`config.mk`:
```
export PLATFORM = sky130hd
export DESIGN_NAME = cmp_max_sequencer
export DESIGN_NICKNAME = d
export VERILOG_FILES = /design/src/rtl/cmp_max_sequencer.sv
export SDC_FILE = /design/constraint.sdc
export NUM_CORES = 1
export LEC_CHECK = 0
export ABC_CLOCK_PERIOD_IN_PS = 3700
export BUFFER_PORTS_ARGS = -buffer_cell sky130_fd_sc_hd__buf_2
export CAP_MARGIN = 20
export CORE_MARGIN = 5
export CORE_UTILIZATION = 45
export CTS_BUF_LIST = sky130_fd_sc_hd__clkbuf_16
export CTS_CLUSTER_SIZE = 12
export DETAILED_ROUTE_END_ITERATION = 12
export PLACE_DENSITY = 0.76
export SETUP_SLACK_MARGIN = 0.15
export SLEW_MARGIN = 20
export SYNTH_ARGS = -nofsm -noshare
export SYNTH_HDL_FRONTEND = slang
export SYNTH_SLANG_ARGS = --single-unit
export TNS_END_PERCENT = 20
```
`constraint.sdc`:
```
create_clock -name clk -period 3.7 [get_ports clk]
set_input_delay 0 -clock clk [delete_from_list [all_inputs] [get_ports clk]]
set_output_delay 0 -clock clk [all_outputs]
set_load 0.01 [all_outputs]
```
`src/rtl/cmp_max_sequencer.sv`:
```
// cmp_max_sequencer
//   Finds the maximum of a frame of COUNT unsigned words by time-sharing one
//   external "A > B" comparator. Words arrive over a valid/ready stream. The
//   block keeps the running maximum and its position, and publishes the
//   result with a one-cycle done pulse at the end of each frame.
//
// Ports
//   clk       in   clock, rising edge
//   rst_n     in   asynchronous active-low reset
//   start     in   begin a frame (honoured in IDLE or DONE only)
//   in_valid  in   in_data carries a word
//   in_ready  out  block accepts a word this cycle (state-only)
//   in_data   in   unsigned input word
//   cmp_a     out  comparator operand A (= in_data)
//   cmp_b     out  comparator operand B (= running maximum)
//   cmp_agb   in   comparator result, cmp_a > cmp_b
//   busy      out  frame in progress (LOAD or COMPARE)
//   done      out  one-cycle pulse, max_data/max_index are fresh
//   max_data  out  maximum of the last completed frame
//   max_index out  0-based position of that maximum
module cmp_max_sequencer #(
  parameter int WIDTH = 2,
  parameter int COUNT = 4,
  parameter int IDXW  = (COUNT > 1) ? $clog2(COUNT) : 1
) (
  input  logic             clk,
  input  logic             rst_n,
  input  logic             start,
  input  logic             in_valid,
  output logic             in_ready,
  input  logic [WIDTH-1:0] in_data,
  output logic [WIDTH-1:0] cmp_a,
  output logic [WIDTH-1:0] cmp_b,
  input  logic             cmp_agb,
  output logic             busy,
  output logic             done,
  output logic [WIDTH-1:0] max_data,
  output logic [IDXW-1:0]  max_index
);

  // Counter must be able to hold COUNT itself (the terminal value).
  localparam int CNTW = $clog2(COUNT + 1);
  localparam logic [CNTW-1:0] LAST = CNTW'(COUNT);

  typedef enum logic [1:0] {S_IDLE, S_LOAD, S_COMPARE, S_DONE} state_t;

  state_t           state_q, state_d;
  logic [CNTW-1:0]  cnt_q, cnt_d;
  logic [WIDTH-1:0] run_max_q, run_max_d;
  logic [IDXW-1:0]  run_idx_q, run_idx_d;
  logic [WIDTH-1:0] max_data_q, max_data_d;
  logic [IDXW-1:0]  max_index_q, max_index_d;
  logic             accept;

  assign in_ready  = (state_q == S_LOAD) || (state_q == S_COMPARE);
  assign busy      = in_ready;
  assign done      = (state_q == S_DONE);
  assign accept    = in_valid && in_ready;
  assign cmp_a     = in_data;
  assign cmp_b     = run_max_q;
  assign max_data  = max_data_q;
  assign max_index = max_index_q;

  always_comb begin
    state_d     = state_q;
    cnt_d       = cnt_q;
    run_max_d   = run_max_q;
    run_idx_d   = run_idx_q;
    max_data_d  = max_data_q;
    max_index_d = max_index_q;
    unique case (state_q)
      S_IDLE: begin
        if (start) begin
          state_d = S_LOAD;
          cnt_d   = '0;
        end
      end
      S_LOAD: begin
        if (accept) begin
          run_max_d = in_data;
          run_idx_d = '0;
          cnt_d     = CNTW'(1);
          state_d   = (COUNT == 1) ? S_DONE : S_COMPARE;
        end
      end
      S_COMPARE: begin
        if (accept) begin
          // Strictly greater only: ties keep the earliest occurrence.
          if (cmp_agb) begin
            run_max_d = in_data;
            run_idx_d = IDXW'(cnt_q);
          end
          cnt_d = cnt_q + CNTW'(1);
          if (cnt_d == LAST) state_d = S_DONE;
        end
      end
      S_DONE: begin
        if (start) begin
          state_d = S_LOAD;
          cnt_d   = '0;
        end else begin
          state_d = S_IDLE;
        end
      end
      default: state_d = S_IDLE;
    endcase
    // Publish on entry to DONE using the post-accept running values, so the
    // final word of the frame is included and done/max_* change together.
    if ((state_d == S_DONE) && (state_q != S_DONE)) begin
      max_data_d  = run_max_d;
      max_index_d = run_idx_d;
    end
  end

  always_ff @(posedge clk or negedge rst_n) begin
    if (!rst_n) begin
      state_q     <= S_IDLE;
      cnt_q       <= '0;
      run_max_q   <= '0;
      run_idx_q   <= '0;
      max_data_q  <= '0;
      max_index_q <= '0;
    end else begin
      state_q     <= state_d;
      cnt_q       <= cnt_d;
      run_max_q   <= run_max_d;
      run_idx_q   <= run_idx_d;
      max_data_q  <= max_data_d;
      max_index_q <= max_index_d;
    end
  end

endmodule

```
==> impl_results.md, run 1 <==
- Via count: ~550
- Share of cells above drive strength 1: about a quarter
- GR Overflow Total: 0
- Slew Viols, Final: 0
- Non-filler instance count after layout: approximately 100
- Routed wl met2: a little under 800 um
- Post-synth EDFFs: 0
- First-pass GRT wire length: about 2.5 mm
- Routed length per instance: 14.6 um
- H-tree levels: 1
- Clock Power Share: 26.9%
- Met1 wire length: 597 um
- Mapped Cells: 69
- Relative slew margins: approximately 62%
- Slowest CP cell: dfrtp_1
- DR vias/cell: between 5 and 6
- Final Cycle Share: 57.6%
- TritonCTS clock tree: done
- Reg clk slew, reported paths: approximately 0.050 ns
- Period minus WS final: 2.13 ns
- Synthesized Nets: 82
- Final net count: 101
- Maximum clock frequency: 469 MHz
- Pint: between 0.4 and 0.5 mW
- Power per Cell Area: 846 mW/mm2
- Die Height: 49.8 um
- Arrival @ worst endpoint: 2.25 ns
- Synth Flop Type: dfrtp_1
- Pleak: 0.454 nW
- Worst Path Required: 3.82 ns
- # setup viols final: 0
- Outcome: complete, no violations
- Sw frac: roughly two fifths
- Post-CTS Resized: 0
- Placed inst area: 790 um2
- Final hold vios: 0
- Finished Cell Area: 878 um2
- Worst setup SP type: flop
- Worst-path maximum fanout: 6
- Ant diodes: 0
- Total Neg Setup Slack: 0 ns
- Largest net degree at the start of global routing: 15
- Post-synth top area cell: dfrtp_1
- Hold crit path type: primary input to flop
- Sequential share of the synthesized area: a little under half
- Initial antenna violation count: 0
- Register share of total power: a little under 30%
- Worst-Skew Late Latency: 0.24 ns
- Count leader, synth: dfrtp_1
- Max-cap violations: 0
- Met3 Wirelength: 85 um
- DP Cell Count: between 90 and 100
- Final ANT Viol Nets: 0
- Worst vdd ir: 0.445 mV
- HPWL Detailed: 1.20 mm
- CTS Hold Bufs: 1
- #FFs+latches synth: 13
- CTS buffer count: 3
- Core Region: roughly 0.0015 mm2
- # rows: 14
- I/O Buffers: 17
- Buf/Inv on CP: 1
- Yosys top cell area share: 45.5%
- Starting Density: between 40% and 50%
- Crit. End Element: flop
- Number of global-route vias before repair: 567
- Sw Pwr: around 0.29 mW
- Worst Tran Pin Value: 0.565 ns
- Total Power: 0.743 mW
- GPL Wtd Cong: 0.825
- Top delay family on crit path: simple AND/OR/NAND/NOR gates
- Comb pwr share: 43.3%
- Die W: around 50 um
- Top sig layer: met4
- Max Root-Sink Buffers: 2
- CP cell instances: inv_1 > ha_1 > nand2_2 > nor4_1 > a311oi_1 > a21o_1 > mux2_1
- Area grow syn2layout: 22.9%
- WL final: approximately 1.5 mm
- Initial drt markers: 6
- Delay of the slowest critical-path stage: between 0.4 and 0.5 ns
- # Post-CTS Setup Buffers: 0
- Root buf cell: clkbuf_16
- Drt first pass iters: 4
- DRC errors left: 0
- Distinct cells, synth: 23
- Crit Path Category: flop to flop
- Fillcell total: 128
- Finished Core Util: 58.3%
- Commonest cells post-synth: 13 x dfrtp_1, 8 x nand2_1, 6 x ha_1, 6 x nor2_1, 6 x o21ai_0
- Final clock skew: around 0.0036 ns
- Synth area leaders: dfrtp_1 46%, ha_1 11%, mux2_1 6.3%
- Post-synthesis instance area: ~710 um2
- Die area: 0.00248 mm2
- Total clock sinks: 13
- Syn_area_per_cell: 10.4 um2
- Total track usage: 13.6%
- Asr flop ratio synth: 100%
- Top Ports: 18
- Yosys warnings: 0
- RSZ-0062 raised after global routing: false
## flip-flops by register name, indices dropped and copies added, names as in the netlist
name,cells
state_q,2
cmp_b,2
max_index,2
run_idx_q,2
cnt_q,3
max_data,2
## cells in the final DEF, fill, tap and decap left out
cell / n
buf_2: 17
dfrtp_1: 13
nand2_1: 8
nor2_1: 6
o21ai_0: 6
ha_1: 6
inv_1: 4
a22o_1: 4
mux2_1: 4
clkbuf_16: 3
nand2b_1: 2
nand2_2: 1
nor3_1: 1
a221oi_2: 1
a21boi_0: 1
a21oi_1: 1
xnor2_1: 1
nor4_1: 1
a311oi_1: 1
a21o_1: 1
nor2b_1: 1
o22ai_1: 1
and2b_1: 1
o31ai_1: 1
dlygate4sd3_1: 1
## routing by layer
layer  GRT usage (%)  up-vias
li1                -      276
met4            8.73        0
met5               0        -
met1            14.3      254
met3            5.72        4
met2            21.8       15
## logic make-up (layout without fill, tap and decap cells)
logic type	count (synthesis)	count (layout)	synth area share [%]
buffers and inverters	7	25	5.78
adder cells (fa/ha/maj)	6	6	10.5
XOR/XNOR	1	1	1.23
AND/OR/NAND/NOR	21	21	13.5
AO/OA/AOI/OAI	17	17	17.2
flip-flops	13	13	45.5
multiplexers	4	4	6.30
## power groups by stage
stage	Combinational, mW	Clock [mW]	Sequential (mW)
final	0.322	0.200	0.222
after global routing	0.354	0.210	0.228
after CTS	0.325	0.202	0.222
after detailed placement	0.321	0	0.225
after global placement	0.311	0	0.222
after floorplan	0.228	0	0.230
## layout make-up
class / instances / area (um2) / area share, %
Multi-Input combinational cell: 49 / 348 / 39.6
Clock buffer: 3 / 75.1 / 8.55
Tap cell: 16 / 20.0 / 2.28
Sequential cell: 13 / 325 / 37.0
Timing Repair Buffer: 18 / 95.1 / 10.8
Clock inverter: 1 / 3.75 / 0.427
Inverter: 3 / 11.3 / 1.28
## worst paths after layout
path                                                from                        to  slack, ns  cells past startpoint
worst max-delay path                state_q[1]$_DFF_PN0_   max_data[1]$_DFFE_PN0P_       1.57                      7
worst min-delay path                          in_data[0]        cmp_b[0]$_DFF_PN0_       0.01                      2
worst max register to register      state_q[1]$_DFF_PN0_   max_data[1]$_DFFE_PN0P_       1.57                      7
worst min register to register  max_index[1]$_DFFE_PN0P_  max_index[1]$_DFFE_PN0P_       0.49                      1
max in group asynchronous                          rst_n  max_index[1]$_DFFE_PN0P_       3.28                      2
min in group asynchronous                          rst_n   max_data[1]$_DFFE_PN0P_       0.19                      2
## through the flow
| stage | setup WS (ns) | hold slack [ns] |
|---|---|---|
| 3_5_place_dp | 1.58 | -0.100 |
| 5_1_grt | 1.41 | 0.0274 |
| 3_3_place_gp | 1.66 | -0.103 |
| 2_1_floorplan | 1.73 | -0.296 |
| 6_report | 1.57 | 0.0128 |
| 4_1_cts | 1.58 | 0.0134 |
## worst register-to-register path, stage by stage, from the launching register on
cell and delay, ns:
dfrtp_1 0.41, inv_1 0.09, ha_1 0.37, nand2_2 0.12, nor4_1 0.31, a311oi_1 0.11
a21o_1 0.25, mux2_1 0.34
Note: power is estimated with default switching activity, not from simulation.
==> inputs of run 2 (changes only) <==
ABC_AREA = 1   (was default)
ABC_CLOCK_PERIOD_IN_PS = 2090   (was 3700)
PLACE_DENSITY = 0.75   (was 0.76)
clock period = 2.09 ns   (was 3.7 ns; I/O delays follow)
==> impl_results.md, run 2 <==
- Largest net degree at the start of global routing: 14 (-1)
- CP cell instances: inv_1 > ha_2 > nand2_2 > nor2_2 > nand2_1 > nand2_1 > nand2_1 > nand2_2 > nand3_4 > nand2_1 > nand2_1
- Final clock skew: 0.00283 ns (-0.000815 ns)
- Most frequent cells in the layout: 42 x nand2_1, 17 x buf_2, 15 x inv_1, 13 x dfrtp_1
- Worst hold path depth: 5 (+3)
- Total Neg Setup Slack: 0 ns (unchanged)
- Via count: 697 (+27%)
- I/O Buffers: 17 (unchanged)
- Non-filler instance count after layout: 147 (+43%)
- Final Cycle Share: 83.6% (+26 points)
- Outcome: complete, no violations
- DP Cell Count: 142 (+45%)
- Die W: 52.6 um (+5.6%)
- Met1 wire length: 761 um (+27%)
- Die Height: 52.6 um (+5.6%)
- Final ANT Viol Nets: 0 (unchanged)
- Post-synth EDFFs: 0 (unchanged)
- Syn_area_per_cell: 7.87 um2 (-24%)
- Pleak: 0.573 nW (+26%)
- Final net count: 136 (+35%)
- CTS buffer count: 3 (unchanged)
- Share of cells above drive strength 1: 24.6% (-0.70 points)
- Routed length per instance: 11.2 um (-24%)
- # setup viols final: 0 (unchanged)
- Total track usage: 14.1% (+0.53 points)
- RSZ-0062 raised after global routing: false
- Reg clk slew, reported paths: 0.04 ns (about the same)
- Worst-Skew Late Latency: 0.24 ns (about the same)
- H-tree levels: 1 (unchanged)
- Area grow syn2layout: 21.3%
- DR vias/cell: 4.74 (-11%)
- Mapped Cells: 104 (+51%)
- Max-cap violations: 0 (unchanged)
- Root buf cell: clkbuf_16
- Slew Viols, Final: 0 (unchanged)
- Initial drt markers: 11 (+5)
- Final hold slack: 0.119 ns (+0.106 ns)
- WL final: 1.64 mm (+9.2%)
- Synthesized Nets: 117 (+43%)
- Top Ports: 18 (unchanged)
- Slowest CP cell: ha_2
- Top sig layer: met4
- Most flops, register: cnt_q
- Worst-path maximum fanout: 10 (+4)
- Distinct cells, synth: 19 (-17%)
- Max reg flops: 3 (unchanged)
- Power per Cell Area: 1370 mW/mm2 (+62%)
- Maximum clock frequency: 573 MHz (+22%)
- Post-synthesis instance area: 818 um2 (+15%)
- Die area: 0.00277 mm2 (+12%)
- Crit. End Element: flop
- Final hold vios: 0 (unchanged)
- Top cell by count, worst path: nand2_1
- Asr flop ratio synth: 100% (unchanged)
- Ant diodes: 0 (unchanged)
- Count leader, synth: nand2_1
- Total clock sinks: 13 (unchanged)
- GR Overflow Total: 0 (unchanged)
- Worst vdd ir: 0.852 mV (+91%)
- # rows: 15 (+1)
- Relative slew margins: 71.8% (+9.9 points)
- Post-synth top area cell: dfrtp_1
- Yosys top cell area share: 39.8% (-5.8 points)
- Arrival @ worst endpoint: 1.87 ns (-0.38 ns)
- Sequential share of the synthesized area: 39.8% (-5.8 points)
- Worst Tran Pin Value: 0.421 ns (-0.144 ns)
- #FFs+latches synth: 13 (unchanged)
- Core Region: 0.00173 mm2 (+15%)
- Synth Flop Type: dfrtp_1
- First-pass GRT wire length: 2.84 mm (+13%)
- Cell count of the worst reg-to-reg path: 11 (+4)
- Worst Path Required: 2.21 ns (-1.61 ns)
- Met3 Wirelength: 76 um (-11%)
- Hold crit path type: primary input to flop
- Delay of the slowest critical-path stage: 0.44 ns (+0.03 ns)
- Commonest cells post-synth: 42 x nand2_1, 14 x inv_1, 13 x dfrtp_1
- Max Root-Sink Buffers: 2 (unchanged)
- Number of global-route vias before repair: 653 (+15%)
- Period minus WS final: 1.75 ns (-0.385 ns)
- Synth area leaders: dfrtp_1 40%, nand2_1 19%, ha_1 9.2%
- TritonCTS clock tree: done
- Starting Density: 47.4% (about the same)
- Crit Path Category: flop to flop
- Yosys warnings: 0 (unchanged)
- Routed wl met2: 796 um (+1.1%)
- Worst setup SP type: flop
- Total Power: 1.36 mW (+83%)
- GPL Wtd Cong: 0.870 (+5.5%)
- HPWL Detailed: 1.30 mm (+8.4%)
- Initial antenna violation count: 0 (unchanged)
- Drt first pass iters: 4 (unchanged)
- DRC errors left: 0 (unchanged)
- # Post-CTS Setup Buffers: 0 (unchanged)
- Most common cell after layout, fill and taps aside: nand2_1
[run 2: changes by cell type after synthesis, moves of 4 or more]
| cell | previous run | this run |
|---|---|---|
| nand4_1 | 0 | 5 |
| nand2_2 | 1 | 5 |
| a22o_1 | 4 | 0 |
| nand2_1 | 8 | 42 |
| nor2_1 | 6 | 0 |
| mux2_1 | 4 | 0 |
| inv_1 | 3 | 14 |
[run 2: area by class of cell]
class                      count  area (um2)
fill                         176         734
timing repair buffer          18        95.1
sequential                    13         325
inverter                      14        52.6
tap                           25        31.3
clock inverter                 1        3.75
clock buffer                   3        75.1
multi-input combinational     73         409
[run 2: where the power goes]
part / leakage (nW) / internal (mW) / switching (mW)
Combinational: 0.355 / 0.229 / 0.412
Sequential: 0.176 / 0.318 / 0.0486
Clock: 0.0423 / 0.252 / 0.100
Total: 0.573 / 0.799 / 0.561
[run 2: cell families (layout without fill, tap and decap cells)]
kind of cell,count (synthesis),count (layout),synth area share (%)
compound gates,9,9,7.49
fa+ha+maj,6,6,9.17
buf+inv,18,36,10.6
flops,13,13,39.8
simple gates,58,58,33.0
[run 2: path summary, 6_finish.rpt]
check / startpoint / slack (ns) / to
min reg2reg: max_data[0]$_DFFE_PN0P_ / 0.47 / max_data[0]$_DFFE_PN0P_
max reg2reg: state_q[0]$_DFF_PN0_ / 0.34 / max_index[1]$_DFFE_PN0P_
min: in_data[1] / 0.12 / cmp_b[1]$_DFF_PN0_
max: state_q[0]$_DFF_PN0_ / 0.34 / max_index[1]$_DFFE_PN0P_
min in group asynchronous: rst_n / 0.19 / cnt_q[2]$_DFFE_PN0P_
max in group asynchronous: rst_n / 1.67 / max_data[0]$_DFFE_PN0P_
[run 2: per-stage QoR]
stage | util [%] | instance area (um2) | setup WS [ns]
after global routing | 57.5 | 992 | 0.177
after floorplan | - | 818 | 0.453
after global placement | 52.2 | 901 | 0.332
final | 57.5 | 992 | 0.343
after detailed placement | 52.2 | 901 | 0.311
after CTS | 57.3 | 990 | 0.296
[run 2: repair_timing]
item	4_1_cts	5_1_grt
hold buffers	1	0
gates resized for setup	0	1
setup endpoints to repair	0	4
hold endpoints to repair	13	0
[run 2: worst max-delay path, delay by kind of cell (launching register included)]
family	cells	cell delay (ns)
AND/OR/NAND/NOR	9	0.72
adder cells (fa/ha/maj)	1	0.44
flip-flops	1	0.37
buffers and inverters	1	0.10
[run 2: layer usage]
layer,track usage [%],vias to the layer above
met5,0,-
met4,3.83,0
met3,4.27,2
met2,22.5,15
met1,18.2,322
li1,-,358
